File: src/rtl/pc_sequencer.sv
// Fetch-stage program counter: word-aligned address generation with stall, redirect
// and a wrap-or-trap policy for addresses outside instruction memory.
module pc_sequencer #(
  parameter int unsigned     XLEN       = 32,
  parameter logic [XLEN-1:0] RESET_ADDR = XLEN'(32'h0100_0000),
  parameter int unsigned     IMEM_BYTES = 2048,
  parameter int unsigned     OOB_MODE   = 0
) (
  input  logic            clk,
  input  logic            rst,
  input  logic            stall,
  input  logic            imm,
  input  logic [XLEN-1:0] imm_addr,
  input  logic            fault_clr,
  output logic [XLEN-1:0] instr_addr,
  output logic [XLEN-1:0] pc_plus4,
  output logic            fetch_valid,
  output logic            wrap_evt,
  output logic            fault,
  output logic [XLEN-1:0] fault_addr
);

  localparam logic [XLEN-1:0] LAST_ADDR = RESET_ADDR + XLEN'(IMEM_BYTES - 4);

  typedef enum logic [1:0] {
    BOOT  = 2'd0,
    RUN   = 2'd1,
    FAULT = 2'd2
  } state_e;

  state_e          state_q;
  logic [XLEN-1:0] pc_q;
  logic [XLEN-1:0] fault_addr_q;
  logic            wrap_q;
  logic            fault_q;

  logic [XLEN-1:0] cand_d;
  logic            oob_d;
  logic            advance_d;

  always_comb begin
    cand_d    = imm ? (imm_addr & ~XLEN'(3)) : pc_q + XLEN'(4);
    oob_d     = (cand_d < RESET_ADDR) || (cand_d > LAST_ADDR);
    advance_d = imm || !stall;
  end

  always_ff @(posedge clk or posedge rst) begin
    if (rst) begin
      state_q      <= BOOT;
      pc_q         <= RESET_ADDR;
      fault_addr_q <= '0;
      wrap_q       <= 1'b0;
      fault_q      <= 1'b0;
    end else begin
      wrap_q <= 1'b0;
      case (state_q)
        BOOT: state_q <= RUN;
        RUN: begin
          if (advance_d) begin
            if (!oob_d) begin
              pc_q <= cand_d;
            end else begin
              fault_addr_q <= cand_d;
              if (OOB_MODE == 0) begin
                pc_q   <= RESET_ADDR;
                wrap_q <= 1'b1;
              end else begin
                fault_q <= 1'b1;
                state_q <= FAULT;
              end
            end
          end
        end
        FAULT: begin
          if (fault_clr) begin
            fault_q <= 1'b0;
            pc_q    <= RESET_ADDR;
            state_q <= BOOT;
          end
        end
        default: state_q <= BOOT;
      endcase
    end
  end

  // fetch_valid follows this cycle's stall, so it is derived rather than registered
  assign fetch_valid = (state_q == RUN) && !stall;
  assign instr_addr  = pc_q;
  assign pc_plus4    = pc_q + XLEN'(4);
  assign wrap_evt    = wrap_q;
  assign fault       = fault_q;
  assign fault_addr  = fault_addr_q;

endmodule

File: config.mk
export PLATFORM = sky130hd
export DESIGN_NAME = pc_sequencer
export DESIGN_NICKNAME = d
export VERILOG_FILES = /design/src/rtl/pc_sequencer.sv
export SDC_FILE = /design/constraint.sdc
export NUM_CORES = 1
export LEC_CHECK = 0
export ABC_AREA = 0
export BUFFER_PORTS_ARGS = -buffer_cell sky130_fd_sc_hd__buf_2
export CAP_MARGIN = 25
export CORE_MARGIN = 2
export CORE_UTILIZATION = 41
export CTS_CLUSTER_DIAMETER = 30
export DETAILED_ROUTE_END_ITERATION = 10
export PLACE_DENSITY_LB_ADDON = 0.2
export SLEW_MARGIN = 40
export SYNTH_ARGS = -nofsm -noshare
export SYNTH_HDL_FRONTEND = slang
export SYNTH_SLANG_ARGS = --single-unit
File: constraint.sdc
create_clock -name clk -period 9.78 [get_ports clk]
set_input_delay 1.956 -clock clk [delete_from_list [all_inputs] [get_ports clk]]
set_output_delay 1.956 -clock clk [all_outputs]
set_load 0.01 [all_outputs]
======== After elaboration in Yosys (flattened, before gate mapping) ========
Cells that the tools add are included.
Widths: inputs -> output; s select.
storage, ports and cells
  output and inout bits ................... 99
  bits in latches ......................... 0
  logic and storage cells ................. 31
  memory bits (read-only) ................. 0
  RAM bits ................................ 0
  memories ................................ 0
  bits in registers ....................... 67
cells by class
  bitwise operators ....................... 1
  equality and inequality tests ........... 4
  mux-type cells .......................... 10
  divide/modulo/power cells ............... 0
  add/subtract/negate cells ............... 1
  shifts and indexed selects .............. 0
  $lt $le $gt $ge ......................... 2
  $mul .................................... 0
  reductions and logical operators ........ 9
operators by type and width
  kind                   number
  $mux 32                4
  $pmux 32 s2            1
  $add 32x3->32 const B  1
  $gt 32x25->1 const B   1
  $lt 32x25->1 const B   1
  $pmux 2 s3             1
  $reduce_and 3->1       2
  $ne 2x2->1 const B     2
  $mux 1                 3
  $eq 2x1->1 const B     1
  $eq 2x2->1 const B     1
  $logic_not 2->1        1
  $logic_or 1x1->1       2
  $mux 2                 1
  $reduce_and 2->1       1
  $reduce_bool 2->1      1
  $logic_and 1x1->1      1
  $logic_not 1->1        1
  $not 1->1              1

======== Longest topological paths before layout ========
  depth in word-level cells ............... 7
  gate-level depth with buffers ........... 12
  gate-level depth less buffers ........... 9

======== Worst setup path before layout ========
Ideal clock, no wire load.
  path type ............................... input to output
  start point ............................. input port stall
  end point ............................... output port fetch_valid
  slack ................................... 5.690 ns
  stages on the path ...................... 1
  arrival time ............................ 2.134 ns
  required time ........................... 7.824 ns
  cell sequence ........................... nor2b_1
between the ends
  cells in the longest elaborated chain, start to end .. 2
ends and longest elaborated chain
  what               RTL line  text
  start, declared    11        input logic stall,
  $logic_not 1->1    87        assign fetch_valid = (state_q == RUN) && !stall;
  $logic_and 1x1->1  87
  end, declared      17        output logic fetch_valid,
Every way passes these cells.

======== Worst setup path in the final report ========
  start point ............................. input port imm
  end point ............................... register fault_addr_q[24] (netlist: fault_addr[24])
between the ends
  cells in the longest elaborated chain, start to end .. 4
  elaborated cells between the ends (all ways) .. 6
  classes of those cells .................. order compare: 2; mux: 1; reduce/logical: 3
ends and longest elaborated chain
  what                                          RTL line  text
  start, declared                               12        input logic imm,
  $mux 32                                       42        cand_d = imm ? (imm_addr & ~XLEN'(3)) : pc_q + XLEN'(4);
  $lt 32x25->1 or $gt 32x25->1 (tied branches)  43        oob_d = (cand_d < RESET_ADDR) || (cand_d > LAST_ADDR);
  $logic_or 1x1->1                              43
  $reduce_and 3->1 (no line)                    n/a
  end signal, assigned                          63        fault_addr_q <= cand_d;
  end, declared                                 33        logic [XLEN-1:0] fault_addr_q;
Parallel ways exist; a longest one is shown, timed or not.
A chain may end at the register's enable or synchronous reset.

==> flow_metrics.tcl <==
set metrics [dict create \
    tightest_slew_ns 0.7623 \
    post_dp_cell_area_mm2 0.004417 \
    fp-row-count 34 \
    final_nets 536 \
    critPathLaunchType "primary input" \
    cts_root_buf "clkbuf_8" \
    rsz0062_at_grt "false" \
    clock_path_buffers 2 \
    ys_seq_area_frac 0.4527 \
    hp-start "fault_addr[23]$_DFFE_PP0P_" \
    hold_viol 0 \
    postSynthAreaPerCell_um2 9.815 \
    grt-ovfl-total 0 \
    core_area_mm2 0.008678 \
    cts-resized-gates 0 \
    slowest_delay_ns 0.61 \
    yosys_warnings 0 \
    end_kind "flop" \
    synth.area.top_cells "dfrtp_1 45%, mux2i_1 4.4%, xnor2_1 3.6%" \
    gp_congestion 0.8512 \
    postSynthRegisterBits 66 \
    antenna_found_initial 0 \
    path_clk_slew_ns 0.07 \
    setup_tns_ns 0 \
    synth-edff-count 0 \
    fillers 849 \
    clkSinkCount 66 \
    grt_pass1_vias 3224 \
    postSynth.asyncResetShare 1.000 \
    power_uw 593.4 \
    yosysTopAreaCell "dfrtp_1" \
    grt_pass1_wl_mm 17.22 \
    finalSetupViolations 0 \
    synth_top_area_share 0.4455 \
    post_cts_buffers 0 \
    clk-insertion-delay-late_ns 0.35 \
    htreeDepth 3 \
    outcome "complete, no violations" \
    min-delay-path-class "reg -> reg" \
    ioPinCount 136 \
    required_ns 10.02 \
    worstSetupPathType "in -> reg" \
    maxSlewViolCount 0 \
    cp.arrival_ns 5.41 \
    yosysMostFrequentCell "dfrtp_1" \
    dr_total_vias 3369 \
    fin_crit_ns 5.175 \
    maxSlewHeadroom 0.4918 \
    track_usage 0.2268 \
    vias_per_cell 5.514 \
    areaGrowthSynthToFinish_pct 25.94 \
    firstDrtPassIters 5 \
    power.switching_uw 164.3 \
    p_seq_frac 0.499 \
    finalNonFillerCells 611 \
    max_freq_ghz 0.1933 \
    drive_gt1_frac 0.3499 \
    synthesis.nets 410 \
    layout_setup_ws_ns 4.605 \
    swShare 0.2768 \
    ys.flop_type "dfrtp_1" \
    post-route-drc-count 0 \
    dr.first_iter.drc_count 236 \
    crit_chain "buf_2 > clkinv_1 > buf_4 > nor4_1 > o2111ai_1 > a2111o_1 > o21ai_4 > mux2_2" \
    finClkSkew_ns 0.009366 \
    initial_core_util 0.4207 \
    dp_cells 595 \
    final_area_mm2 0.004598 \
    slowest_stage "o21ai_4" \
    cts_tree "done" \
    antenna_cells 0 \
    die_w_um 98.37 \
    cp_max_fo 42 \
    place_ws_ns 4.230 \
    io_buffers 131 \
    synth_common_cells "65 x dfrtp_1, 32 x nand2_1, 24 x inv_1, 16 x clkbuf_1, 16 x mux2i_1" \
    clkPwrFrac 0.359 \
    vdd_drop_max_uv 63.97 \
    combPwrFrac 0.142 \
    synth_cell_type_count 61 \
    cts_buffers 9 \
    fin_crit_sh 0.5291 \
    die_area_mm2 0.009676 \
    post_drt_wl_per_cell_um 17.66 \
    startpoint "imm" \
    antenna_left 0 \
    r2r-start "instr_addr[4]$_DFFE_PP0P_" \
    synth_cells 372 \
    ctsHoldBuffers 0 \
    dp.final_hpwl_mm 7.966 \
    p_per_area_mw_per_mm2 129.0 \
    p_leak_uw 0.002410 \
    syn_area_mm2 0.003651 \
    intPower_uw 429.1 \
    cap_violations 0 \
    grt_max_degree 44 \
    drt_wl_total_mm 10.79 \
    die_h_um 98.37 \
]
power groups by stage:
| stage | sequential (µW) | clock, µW | combinational [µW] |
|---|---|---|---|
| finish | 296 | 213 | 84.2 |
| global route | 298 | 228 | 93.1 |
| CTS | 296 | 215 | 85.7 |
| detailed placement | 301 | 0 | 85.4 |
| global placement | 301 | 0 | 81.7 |
| floorplan | 308 | 0 | 41.0 |
worst max-delay path, delay by kind of cell:
family / cells / cell delay (ns)
and+or+nand+nor: 1 / 0.33
buffers and inverters: 3 / 1.35
AOI/OAI and AO/OA: 3 / 1.34
muxes: 1 / 0.40
area by class of cell:
| class | instances | area [µm²] | share of cell area |
|---|---|---|---|
| Multi-Input combinational cell | 257 | 1787 | 0.3886 |
| Sequential cell | 66 | 1653 | 0.3595 |
| Timing Repair Buffer | 139 | 748.2 | 0.1627 |
| Clock buffer | 12 | 155.1 | 0.03374 |
| Tap cell | 108 | 135.1 | 0.02939 |
| Inverter | 25 | 93.84 | 0.02041 |
| Clock inverter | 4 | 26.28 | 0.005714 |
cells in the final DEF, fill, tap and decap left out, types with 7 or more instances in the layout:
master	instances
o31ai_1	7
inv_1	23
o41ai_1	8
nor4_1	11
xor2_1	8
nor3_1	11
nand2_1	32
dfrtp_1	65
nand3_1	8
o2bb2ai_1	12
and2_1	14
clkbuf_8	11
nand4_1	7
xnor2_1	15
mux2i_1	16
buf_2	131
o21ai_0	9
nor2_1	12
nand2b_1	13
mux2_2	10
path summary, 6_finish.rpt:
kind | to | slack (ns) | cells after the start
hold reg to reg | fault_addr[23]$_DFFE_PP0P_ | 0.47 | 1
min in group asynchronous | fault_addr[0]$_DFFE_PP0P_ | 1.64 | 3
hold / removal | fault_addr[23]$_DFFE_PP0P_ | 0.47 | 1
setup reg to reg | fault_addr[24]$_DFFE_PP0P_ | 5.52 | 8
max in group asynchronous | instr_addr[7]$_DFFE_PP0P_ | 7.60 | 4
setup / recovery | fault_addr[24]$_DFFE_PP0P_ | 4.61 | 8
cells by family after synthesis:
family / synth area share
AND/OR/NAND/NOR: 0.2053
AO/OA/AOI/OAI: 0.1477
flip-flops: 0.4527
buffers and inverters: 0.05894
multiplexers: 0.07471
XOR/XNOR: 0.05518
other: 0.002057
adder cells (fa/ha/maj): 0.003426
layer usage:
metal,global-route usage,routed length (µm)
met1,0.3167,4778
met2,0.3412,5047
met3,0.05154,739
met4,0.09378,227
met5,0,0
sequential cells by signal (all words and copies together) (netlist names):
name        flops
fault_addr     32
instr_addr     32
state_q         1
wrap_evt        1
stage by stage:
step | util | hold WS, ns
floorplan | - | 0.5178
global placement | 0.5035 | 0.4570
detailed placement | 0.5089 | 0.4606
CTS | 0.5298 | 0.4754
global route | 0.5298 | 0.4853
finish | 0.5298 | 0.4722
Power figures use the tool's default switching activity.
